`src/rtl/snow64_serial_alu.sv`:
```
// Byte-serial 64-bit ALU: one byte slice per cycle over 8/16/32/64-bit lanes.
// Carry and zero flags are chained between bytes within a lane.
module snow64_serial_alu (
  input  logic        clk,
  input  logic        rst,
  input  logic        in_start,
  input  logic [2:0]  in_oper,
  input  logic [1:0]  in_type_size,
  input  logic [63:0] in_a,
  input  logic [63:0] in_b,
  output logic        out_busy,
  output logic        out_valid,
  output logic [63:0] out_data
);

  typedef enum logic [1:0] {IDLE, RUN, DONE} state_t;

  localparam logic [2:0] OP_ADD = 3'd0, OP_SUB = 3'd1, OP_SLT = 3'd2, OP_AND = 3'd3,
                         OP_ORR = 3'd4, OP_XOR = 3'd5, OP_INV = 3'd6, OP_NOT = 3'd7;

  state_t      state;
  logic [2:0]  idx;
  logic        carry;
  logic        zflag;
  logic [2:0]  oper_q;
  logic [1:0]  size_q;
  logic [63:0] a_q;
  logic [63:0] b_q;

  logic [2:0]  lane_mask;
  logic        lane_first;
  logic        lane_last;
  logic [7:0]  a_byte;
  logic [7:0]  b_byte;
  logic        is_sub;
  logic        cin;
  logic [8:0]  sum;
  logic        slt_bit;
  logic        zcur;
  logic [7:0]  logic_res;
  logic [5:0]  bit_pos;
  logic [5:0]  lane_pos;

  always_comb begin
    lane_mask = 3'd0;
    case (size_q)
      2'd0: lane_mask = 3'd0;
      2'd1: lane_mask = 3'd1;
      2'd2: lane_mask = 3'd3;
      default: lane_mask = 3'd7;
    endcase
  end

  assign lane_first = (idx & lane_mask) == 3'd0;
  assign lane_last  = (idx & lane_mask) == lane_mask;
  assign bit_pos    = {idx, 3'b000};
  // Slt and Not write their flag into the lowest byte of the lane; upper bytes stay cleared.
  assign lane_pos   = {idx & ~lane_mask, 3'b000};
  assign a_byte     = a_q[bit_pos +: 8];
  assign b_byte     = b_q[bit_pos +: 8];
  assign is_sub     = (oper_q == OP_SUB) || (oper_q == OP_SLT);
  assign cin        = lane_first ? is_sub : carry;
  assign sum        = {1'b0, a_byte} + {1'b0, (is_sub ? ~b_byte : b_byte)} + {8'd0, cin};
  assign slt_bit    = (a_byte[7] != b_byte[7]) ? a_byte[7] : sum[7];
  assign zcur       = (lane_first ? 1'b1 : zflag) & (a_byte == 8'd0);

  always_comb begin
    logic_res = 8'd0;
    case (oper_q)
      OP_AND:  logic_res = a_byte & b_byte;
      OP_ORR:  logic_res = a_byte | b_byte;
      OP_XOR:  logic_res = a_byte ^ b_byte;
      OP_INV:  logic_res = ~a_byte;
      default: logic_res = sum[7:0];
    endcase
  end

  always_ff @(posedge clk or posedge rst) begin
    if (rst) begin
      state     <= IDLE;
      idx       <= 3'd0;
      carry     <= 1'b0;
      zflag     <= 1'b0;
      oper_q    <= 3'd0;
      size_q    <= 2'd0;
      a_q       <= 64'd0;
      b_q       <= 64'd0;
      out_busy  <= 1'b0;
      out_valid <= 1'b0;
      out_data  <= 64'd0;
    end else begin
      case (state)
        IDLE: begin
          if (in_start) begin
            state    <= RUN;
            oper_q   <= in_oper;
            size_q   <= in_type_size;
            a_q      <= in_a;
            b_q      <= in_b;
            out_data <= 64'd0;
            idx      <= 3'd0;
            carry    <= 1'b0;
            zflag    <= 1'b0;
            out_busy <= 1'b1;
          end
        end
        RUN: begin
          carry <= sum[8];
          zflag <= zcur;
          case (oper_q)
            OP_SLT: if (lane_last) out_data[lane_pos +: 8] <= {7'd0, slt_bit};
            OP_NOT: if (lane_last) out_data[lane_pos +: 8] <= {7'd0, zcur};
            default: out_data[bit_pos +: 8] <= logic_res;
          endcase
          idx <= idx + 3'd1;
          if (idx == 3'd7) begin
            state     <= DONE;
            out_valid <= 1'b1;
          end
        end
        default: begin
          state     <= IDLE;
          out_valid <= 1'b0;
          out_busy  <= 1'b0;
        end
      endcase
    end
  end

endmodule

```
`config.mk`:
```
export PLATFORM = sky130hd
export DESIGN_NAME = snow64_serial_alu
export DESIGN_NICKNAME = d
export VERILOG_FILES = /design/src/rtl/snow64_serial_alu.sv
export SDC_FILE = /design/constraint.sdc
export NUM_CORES = 1
export LEC_CHECK = 0
export CORE_MARGIN = 2
export CORE_UTILIZATION = 57
export CTS_CLUSTER_DIAMETER = 40
export DETAILED_ROUTE_END_ITERATION = 8
export PLACE_DENSITY = 0.88
export SYNTH_ARGS = -nofsm -noshare
export SYNTH_HDL_FRONTEND = slang
export SYNTH_SLANG_ARGS = --single-unit
```
`constraint.sdc`:
```
create_clock -name clk -period 12.2 [get_ports clk]
set_input_delay 1.22 -clock clk [delete_from_list [all_inputs] [get_ports clk]]
set_output_delay 1.22 -clock clk [all_outputs]
set_load 0.01 [all_outputs]
```
* Word-level counts from Yosys, hierarchy flattened
Index checks and enable logic that the tools add are counted.
** Word-level totals
- Output and inout bits :: 66
- Latch bits :: 0
- Logic and storage cells :: 89
- Memory bits (writable) :: 0
- Memories :: 0
- Register bits :: 206
- ROM bits :: 0
** Cells by class
- Div/mod/pow operators :: 0
- Eq/ne operators :: 17
- $lt $le $gt $ge :: 0
- Add/sub/neg operators :: 5
- Multipliers :: 0
- Bitwise gates (word level) :: 11
- Shift operators :: 7
- Reduce and logical (&&, ||, !) cells :: 12
- Mux-type cells :: 26
** Operators with widths (number)
- one-hot mux 64 bit (2 select lines) :: 2
- bitwise mux 64 bit :: 3
- 2-to-1 mux 64 bit :: 3
- variable part select 8 x 8 -> 64 bit :: 3
- variable shift 8 x 8 -> 64 bit (first input constant) :: 2
- variable part select 64 x 7 -> 8 bit :: 2
- one-hot mux 8 bit (4 select lines) :: 1
- negation 6 -> 8 bit :: 2
- NOT 8 bit :: 2
- == test 3 bit (second input constant) :: 5
- AND reduction 2 bit :: 5
- adder 8 x 8 -> 9 bit :: 1
- adder 9 x 1 -> 9 bit :: 1
- one-hot mux 3 bit (3 select lines) :: 1
- bitwise AND 8 bit :: 1
- zero test 8 bit :: 1
- 2-to-1 mux 8 bit :: 1
- OR 8 bit :: 1
- one-hot mux 1 bit (2 select lines) :: 4
- bitwise XOR 8 bit :: 1
- bitwise AND 3 bit :: 2
- == test 3 x 2 -> 1 bit (second input constant) :: 2
- 2-to-1 mux 1 bit :: 6
- inequality test 3 bit (second input constant) :: 2
- 19 further kinds :: 24

* Logic depth before layout (Yosys ltp)
Gate-level depths: netlist of run 1.
- Word-level depth :: 12
- Depth in mapped cells :: 19

* Worst setup path after synthesis of run 1
No wires, ideal clock.
- Path type :: reg2reg
- Start point :: register idx[0]
- End point :: register out_data[27]
- Slack :: 7872 ps
- Data arrival time :: 4207 ps
- Data required time :: 12079 ps
- Library setup time :: 121 ps
- Stages on the path, launching flop included :: 18
- Cell sequence :: dfrtp_1 -> buf_4 -> buf_6 -> buf_6 -> buf_4 -> buf_2 -> mux4_2 -> mux2i_1 -> xnor2_1 -> fa_1 -> a21o_1 -> a21oi_1 -> xnor2_1 -> mux4_2 -> mux2_2 -> buf_2 -> a21o_1 -> a22o_1
** Between the ends
- Longest elaborated chain between the ends :: 11
- Elaborated cells on any way between the ends :: 38
- Classes of those cells :: add/sub: 4; eq/ne: 4; shift: 7; mux: 12; bitwise: 8; reduce/logical: 3
** Ends and longest elaborated chain
- start: declaration :: line 22 : logic [2:0] idx;
- start signal: assignment :: line 115 : idx <= idx + 3'd1;
- variable part select 64 x 7 -> 8 bit :: line 60 : assign b_byte = b_q[bit_pos +: 8];
- NOT 8 bit :: line 63 : assign sum = {1'b0, a_byte} + {1'b0, (is_sub ? ~b_byte : b_byte)} + {8'd0, cin};
- 2-to-1 mux 8 bit :: line 63
- adder 8 x 8 -> 9 bit :: line 63
- adder 9 x 1 -> 9 bit :: line 63
- 2-to-1 mux 1 bit :: line 64 : assign slt_bit = (a_byte[7] != b_byte[7]) ? a_byte[7] : sum[7];
- variable part select 8 x 8 -> 64 bit :: line 111 : OP_SLT: if (lane_last) out_data[lane_pos +: 8] <= {7'd0, slt_bit};
- bitwise mux 64 bit :: line 111
- 2-to-1 mux 64 bit :: line 111
- one-hot mux 64 bit (2 select lines) :: line 110 : case (oper_q)
- one-hot mux 64 bit (2 select lines) :: line 92 : case (state)
- end signal: indexed assignment :: line 111
- end signal: indexed assignment :: line 112 : OP_NOT: if (lane_last) out_data[lane_pos +: 8] <= {7'd0, zcur};
- end signal: indexed assignment :: line 113 : default: out_data[bit_pos +: 8] <= logic_res;
- end: declaration :: line 13 : output logic [63:0] out_data
Several ways; a longest one is shown, not always the timed one. The select of a mux whose other input is x is not followed.
A chain may end at the register's enable or synchronous reset.

* Worst setup path in the final report of run 1
- Start point :: register idx[0]
- End point :: register out_data[41]
Same word-level chain as after synthesis.

==> out/summary.txt, run 1 <==
Clock sinks -> 206
Synth Area in Compound Gates -> 12.75%
Initial antenna violation count -> 0
Num CTS Buffers -> 27
GP Congestion -> 0.9176
Area share of xor/xnor cells in the synthesized design -> 1.322%
Final nets -> 1213
Global route overflow -> 0
Minimum clock period -> 5.027 ns
Max Cap Viol -> 0
RSZ-0062 raised after global routing -> false
CP max FO -> 27
DP Wirelength -> 19740 um
Post-synth ARST share -> 100.0%
CTS Root Cell -> clkbuf_16
Simple-gate area share of the yosys netlist -> 6.469%
Setup CP Type -> reg2reg
Adder-cell share of the synthesized area -> 3.801%
Status -> finished clean
Mapped Nets -> 1021
Vias -> 7976
CP endpoint kind -> flop
Hold-fix buffers, CTS -> 0
R2r endpoint -> out_data[41]
Io pins -> 202
First-pass GRT wire length -> 45460 um
Worst Skew -> 0.01242 ns
Vias in the first global route -> 8198
Final Util -> 75.65%
Syn Inst Count -> 854
Largest family of logic cells by synthesized area -> multiplexers
P&R area growth vs syn -> 29.09%
Avg Inst Size Synth -> 12.41 um^2
R2R cell count -> 13
TNS Setup -> 0 ns
#FFs+latches synth -> 206
Hold Path End -> zflag
Total track usage -> 28.93%
Slew @ Worst Pin -> 1.056 ns
Row count -> 49
Reg clk slew, reported paths -> 0.05 ns
Post_cts resized -> 0
Die area -> 19700 um^2
Clk Latency, worst-skew pair -> 0.53 ns
Top cells by area, synth -> dfrtp_1, mux2_2, mux4_2
Post-DR wirelength/cell -> 21.54 um
Startpoint types -> flop
Synthesized cell area -> 10600 um^2
Core area -> 18090 um^2
Sequential fraction of the synthesis area -> 48.64%
Arrival @ worst endpoint -> 5.48 ns
Layout cells sized above 1 -> 22.16%
R2R Setup Slk -> 7.17 ns
Pin count of the biggest net entering global routing -> 121
H-tree depth -> 1
Post-synthesis mux area share -> 23.39%
First drt pass iteration count -> 5
Top-area cell type share of the netlist area -> 48.64%
FMAX -> 198.9 MHz
DRC viols -> 0
Antenna cell count -> 0
Starting Density -> 58.60%
Min-delay worst type -> reg2reg
WHS Path Cells -> 2
Final wirelength -> 27880 um
Slew headroom -> 29.61%
CTS Buffer Depth -> 3
Slew Viols, Final -> 0
Die width -> 140.4 um
Syn. warnings -> 0
Critical Path RT -> 12.65 ns
Post-synth top flop -> dfrtp_1
Die span in y -> 140.4 um
Synth cell types -> 67
EDFF count, synth -> 0
CTS tree -> done
Hold Vio Cnt, Final -> 0
Worst Min Path Start -> zflag
Synth area leader -> dfrtp_1
Via density -> 6.164
Detail Route Antenna Nets -> 0
R2R Path Start -> idx[0]
Number of post-CTS setup repair buffers -> 0
I/O Buffers -> 201
Final Cycle Share -> 41.21%
Iter 0 DRT Violations -> 695
Endpoints failing setup -> 0
==> layer usage <==
metal	GRT usage, %	vias up	wire, um
met5	0	-	0
met2	48.37	330	13750
met4	7.709	0	633
li1	-	3568	-
met3	5.607	51	1929
met1	39.17	4027	11560
==> synthesized netlist by cell type, drive strengths merged, types with 4 or more instances <==
cell type  number
ha             29
nor3            8
xnor2          13
inv            40
o21ai          27
o211ai          5
nand3          14
nand2b          7
mux2i          36
a21o           20
nand3b          5
and2            4
nor2           32
a211oi          5
a22o           58
nand4           7
buf            25
a21oi          20
mux4           23
mux2          141
nand2          33
o22ai           9
clkbuf         22
nor2b           5
and3            4
dfrtp         206
==> cell families after synthesis <==
kind of cell             Yosys count
AO/OA/AOI/OAI                    179
XOR/XNOR                          16
adder cells (fa/ha/maj)           31
buffers and inverters             87
flip-flops                       206
multiplexers                     200
AND/OR/NAND/NOR                  135
==> worst max-delay path, stage by stage (launching register included) <==
cell     delay (ns)
dfrtp_2        0.81
buf_4          0.54
mux4_2         0.57
mux2i_1        0.37
inv_1          0.15
fa_1           0.41
inv_1          0.11
fa_1           0.42
a21oi_1        0.16
o22ai_1        0.09
a22o_1         0.23
a21oi_1        0.75
a21o_1         0.20
a22o_1         0.12
==> state kept, by name, summed over array words and instances (netlist names) <==
register and flops:
a_q 64, b_q 64, carry 1, idx 3
oper_q 3, out_busy 1, out_data 64, out_valid 1
size_q 2, state 2, zflag 1
==> how the worst max path moves through the flow <==
stage,to,depth (start not counted),start,slack [ns]
6_report,out_data[41],13,idx[0],7.17
5_1_grt,out_data[41],13,idx[0],6.91
4_1_cts,out_data[41],13,idx[0],7.21
3_5_place_dp,out_data[25],13,idx[0],7.18
3_3_place_gp,out_data[41],13,idx[0],7.37
2_1_floorplan,a_q[0],1,rst,5.36
==> through the flow <==
| step | cell area [um^2] | worst slack, ns | instances | hold WS (ns) |
|---|---|---|---|---|
| 2_1_floorplan | 10600 | 5.356 | 854 | 0.4444 |
| 3_3_place_gp | 12740 | 7.374 | 1246 | 0.4641 |
| 3_5_place_dp | 12740 | 7.178 | 1246 | 0.4768 |
| 4_1_cts | 13680 | 7.212 | 1294 | 0.4895 |
| 5_1_grt | 13680 | 6.909 | 1294 | 0.5118 |
| 6_report | 13680 | 7.173 | 1294 | 0.4928 |
==> cell type report <==
cell class / instances / area [um^2]
flip-flops and latches: 206 / 5156
multi-input cells: 561 / 5064
fillers: 1138 / 4404
repair buffers: 210 / 2079
clock buffers: 29 / 693.2
well taps: 229 / 286.5
clock inverters: 19 / 245.2
inverters: 40 / 157.7
==> cell usage in the layout, fill, tap and decap left out, drive strengths merged, types with 5 or more instances in the layout <==
master / n
a211oi: 5
a21o: 20
a21oi: 20
a22o: 58
buf: 9
clkbuf: 29
clkdlybuf4s50: 201
dfrtp: 206
ha: 29
inv: 49
mux2: 141
mux2i: 36
mux4: 23
nand2: 33
nand2b: 7
nand3: 14
nand3b: 5
nand4: 7
nor2: 32
nor2b: 5
nor3: 8
o211ai: 5
o21ai: 27
o22ai: 9
xnor2: 13
Power of run 1 is left out: the tool's default activity adds up to more than one toggle a clock period on the data nets, which glitch-free logic cannot reach.
==> inputs of run 2 (changes only) <==
Settings changed: CORE_UTILIZATION 57 to 48, PLACE_DENSITY 0.88 to 0.8.
Clock period 12.2 ns to 4.5 ns, I/O delays scaled along.
==> run 2 against run 1 <==
Effect of this change:
- hold slack worse by 0.33 ns
- setup slack worse by 6.6 ns
- wire length decreased by 0.27%
- flip-flop and latch count unchanged
- first-iteration DRC count shrank 33%
- final area rose by 1.7%
- critical path depth fell by 1
- clock-buffer cell count increased by 4
- via count about the same
- sequential share of layout area down 0.63 points
- critical path type unchanged
==> out/summary.txt, run 2 (same netlist as run 1, synthesis figures left out) <==
Hold-fix buffers, CTS -> 0
Post-DR wirelength/cell -> 20.44 um
# fillers -> 1645
H-tree depth -> 1
Slew @ Worst Pin -> 1.094 ns
Die width -> 152.6 um
Detail Route Antenna Nets -> 0
Critical Path Max Stage Delay -> 0.52 ns
FMAX -> 253.6 MHz
Post-Layout Inst Area -> 13910 um^2
Io pins -> 202
Final Cycle Share -> 87.64%
Slowest stage cell on the critical path -> dfrtp_2
Critical Path RT -> 4.92 ns
Die span in y -> 152.6 um
CTS Buffer Depth -> 3
Slew headroom -> 26.78%
Antenna cell count -> 0
Pin count of the biggest net entering global routing -> 132
Slew Viols, Final -> 0
Total track usage -> 23.88%
Vias -> 7974
Die area -> 23290 um^2
First drt pass iteration count -> 5
Initial antenna violation count -> 0
Status -> finished clean
Placed cell areas -> 12950 um^2
Min-delay worst type -> in2async
DRC viols -> 0
Top delay family on crit path -> multiplexers
Final wirelength -> 27800 um
Worst Skew -> 0.01007 ns
P&R area growth vs syn -> 31.28%
Minimum clock period -> 3.944 ns
GP Congestion -> 0.9101
Crit path buffers/inverters -> 2
CP max FO -> 19
Sequential cell area -> 5156 um^2
Core area -> 21760 um^2
DP Wirelength -> 20470 um
CP endpoint kind -> flop
Setup CP Type -> reg2reg
Starting Density -> 48.72%
Via density -> 5.863
CTS Root Cell -> clkbuf_16
Arrival @ worst endpoint -> 4.36 ns
Startpoint types -> flop
First-pass GRT wire length -> 45010 um
Num CTS Buffers -> 27
Endpoints failing setup -> 0
Final nets -> 1227
Post_cts resized -> 0
Largest regs -> a_q: 64 flops, b_q: 64 flops, out_data: 64 flops
Crit path cell chain -> buf_4 -> inv_1 -> o22ai_1 -> mux2_2 -> fa_1 -> a21o_1 -> a21oi_1 -> xnor2_1 -> mux4_2 -> mux2_2 -> a21o_1 -> a22o_1
Multi-input gate area -> 5064 um^2
Max Cap Viol -> 0
I/O Buffers -> 201
Reg clk slew, reported paths -> 0.06 ns
Clk Latency, worst-skew pair -> 0.53 ns
Layout cells sized above 1 -> 23.06%
Row count -> 54
Commonest non-fill, non-tap cells in the layout -> dfrtp_1, clkdlybuf4s50_1, mux2_2
CTS tree -> done
RSZ-0062 raised after global routing -> false
Hold Vio Cnt, Final -> 0
Number of post-CTS setup repair buffers -> 0
Global route overflow -> 0
Most common cell after layout, fill and taps aside -> dfrtp_1
Iter 0 DRT Violations -> 468
TNS Setup -> 0 ns
Clock sinks -> 206
Vias in the first global route -> 8379
[run 2: area by class of cell]
cell class,instances,share of cell area [%]
inverter,40,1.106
tap,280,2.518
clock buffer,33,5.233
clock inverter,16,1.726
multi-input combinational,561,36.39
timing repair buffer,224,15.97
sequential,206,37.06
[run 2: final timing paths]
kind / to / cells after the start / slack, ns / startpoint
setup / recovery: out_data[27] / 12 / 0.56 / idx[0]
hold / removal: out_data[1] / 2 / 0.16 / rst
setup reg to reg: out_data[27] / 12 / 0.56 / idx[0]
hold reg to reg: out_busy / 1 / 0.48 / out_busy
max in group asynchronous: b_q[0] / 3 / 3.24 / rst
min in group clk: out_busy / 1 / 0.48 / out_busy
[run 2: through the flow]
stage | hold slack (ns) | utilization [%] | std cells | setup WS [ns]
after floorplan | 0.4444 | - | 854 | 0.1722
after global placement | 0.4623 | 59.51 | 1311 | 0.6181
after detailed placement | 0.4738 | 59.51 | 1311 | 0.5464
after CTS | 0.1459 | 63.96 | 1360 | 0.5406
after global routing | 0.1497 | 63.96 | 1360 | 0.2616
final | 0.1614 | 63.96 | 1360 | 0.5564
[run 2: metal layers]
metal | track usage, % | routed length [um]
met5 | 0 | 0
met3 | 4.579 | 2099
met1 | 31.92 | 11590
met2 | 39.16 | 13200
met4 | 8.510 | 913
[run 2: worst register-to-register path, stage by stage (launching register included)]
cell and delay, ns:
dfrtp_2 0.52, buf_4 0.35, inv_1 0.13, o22ai_1 0.27
mux2_2 0.39, fa_1 0.45, a21o_1 0.19, a21oi_1 0.19
xnor2_1 0.10, mux4_2 0.47, mux2_2 0.40, a21o_1 0.20
a22o_1 0.17
Power of run 2 is left out for the same reason.
==> inputs of run 3 (changes only) <==
Settings changed: CTS_BUF_LIST set to sky130_fd_sc_hd__clkbuf_4 sky130_fd_sc_hd__clkbuf_8 sky130_fd_sc_hd__clkbuf_16.
==> run 3 against run 2 <==
Effect of this change:
- global-route usage hardly changed
- cell count stayed put
- core utilization is 0.052 points higher
- first-iteration DRC count is 1.7% lower
- sequential share of layout area hardly changed
- critical path depth stayed put
- fmax is 0.20% lower
- clock skew is 0.0028 ns higher
- register-to-register slack hardly changed
- via count is 0.58% lower
- flip-flop and latch count stayed put
- critical path type unchanged
- critical endpoint unchanged
- highest routed layer unchanged
==> out/summary.txt, run 3 (same netlist as run 1, synthesis figures left out) <==
Status -> finished clean
R2R Setup Slk -> 0.55 ns
Hold-fix buffers, CTS -> 0
# fillers -> 1640
Endpoints failing setup -> 0
# placed instances -> 1311
Commonest non-fill, non-tap cells in the layout -> dfrtp_1, clkdlybuf4s50_1, mux2_2
First-pass GRT wire length -> 45020 um
Startpoint types -> flop
Dpl ws -> 0.5464 ns
Final Cycle Share -> 87.81%
Number of post-CTS setup repair buffers -> 0
Slew headroom -> 26.43%
Detail Route Antenna Nets -> 0
TNS Setup -> 0 ns
Final wirelength -> 27800 um
Max Cap Viol -> 0
I/O Buffers -> 201
P&R area growth vs syn -> 31.39%
PnR worst setup slack -> 0.5486 ns
Hold Vio Cnt, Final -> 0
Min-delay worst type -> in2async
Worst Skew -> 0.01289 ns
Num CTS Buffers -> 27
Crit path cell chain -> buf_4 -> inv_1 -> o22ai_1 -> mux2_2 -> fa_1 -> a21o_1 -> a21oi_1 -> xnor2_1 -> mux4_2 -> mux2_2 -> a21o_1 -> a22o_1
Core area -> 21760 um^2
CP max FO -> 19
Multi-input gate area -> 5064 um^2
Slowest stage cell on the critical path -> dfrtp_2
Clock sinks -> 206
Post-DR wirelength/cell -> 20.44 um
Arrival @ worst endpoint -> 4.37 ns
CP endpoint kind -> flop
Final nets -> 1227
CTS tree -> done
RSZ-0062 raised after global routing -> false
Layout Cells excl Fill -> 1360
Global route overflow -> 0
H-tree depth -> 1
GP Congestion -> 0.9101
Die width -> 152.6 um
Die span in y -> 152.6 um
Slew @ Worst Pin -> 1.099 ns
CTS Root Cell -> clkbuf_16
Most common cell after layout, fill and taps aside -> dfrtp_1
Layout cells sized above 1 -> 23.33%
Critical Path Max Stage Delay -> 0.52 ns
Pin count of the biggest net entering global routing -> 132
Via density -> 5.829
FMAX -> 253.1 MHz
Critical Path RT -> 4.92 ns
Io pins -> 202
First drt pass iteration count -> 5
Initial antenna violation count -> 0
Largest regs -> a_q: 64 flops, b_q: 64 flops, out_data: 64 flops
Post_cts resized -> 0
CTS Buffer Depth -> 3
DRC viols -> 0
Die area -> 23290 um^2
DP Wirelength -> 20470 um
Vias in the first global route -> 8379
Setup CP Type -> reg2reg
Antenna cell count -> 0
Row count -> 54
Minimum clock period -> 3.951 ns
Vias -> 7928
Sequential cell area -> 5156 um^2
Clk Latency, worst-skew pair -> 0.53 ns
Total track usage -> 23.89%
Reg clk slew, reported paths -> 0.06 ns
Starting Density -> 48.72%
Iter 0 DRT Violations -> 460
Slew Viols, Final -> 0
==> run 3: cell counts in the layout (fill, tap and decap cells not counted) <==
No cell type changed its count.
==> run 3: layout make-up <==
cell class,instances,share of cell area (%)
clock buffer,33,5.310
clock inverter,16,1.725
inverter,40,1.105
multi-input combinational,561,36.36
sequential,206,37.03
tap,280,2.516
timing repair buffer,224,15.96
==> run 3: per-layer routing <==
| metal | global-route usage (%) | wire [um] | up-vias |
|---|---|---|---|
| met4 | 8.510 | 933 | 0 |
| met2 | 39.16 | 13200 | 330 |
| li1 | - | - | 3603 |
| met5 | 0 | 0 | - |
| met3 | 4.579 | 1879 | 64 |
| met1 | 31.94 | 11780 | 3931 |
==> run 3: final timing paths <==
| kind | from | depth (start not counted) | to |
|---|---|---|---|
| max in group asynchronous | rst | 3 | b_q[0] |
| setup / recovery | idx[0] | 12 | out_data[27] |
| setup reg to reg | idx[0] | 12 | out_data[27] |
| hold / removal | rst | 2 | out_data[1] |
| hold reg to reg | out_busy | 1 | out_busy |
| min in group clk | out_busy | 1 | out_busy |
==> run 3: worst max-delay path, delay by kind of cell, from the launching register on <==
kind	cells	cell delay (ns)
xor+xnor	1	0.11
buf+inv	2	0.48
compound gates	5	1.02
fa+ha+maj	1	0.45
flops	1	0.52
mux	3	1.26
==> run 3: stage by stage <==
stage / hold WS (ns) / cell area (um^2) / util, %
global route: 0.1497 / 13930 / 64.01
detailed placement: 0.4738 / 12950 / 59.51
floorplan: 0.4444 / 10600 / -
finish: 0.1585 / 13930 / 64.01
global placement: 0.4623 / 12950 / 59.51
CTS: 0.1459 / 13930 / 64.01
Power of run 3 is left out for the same reason.
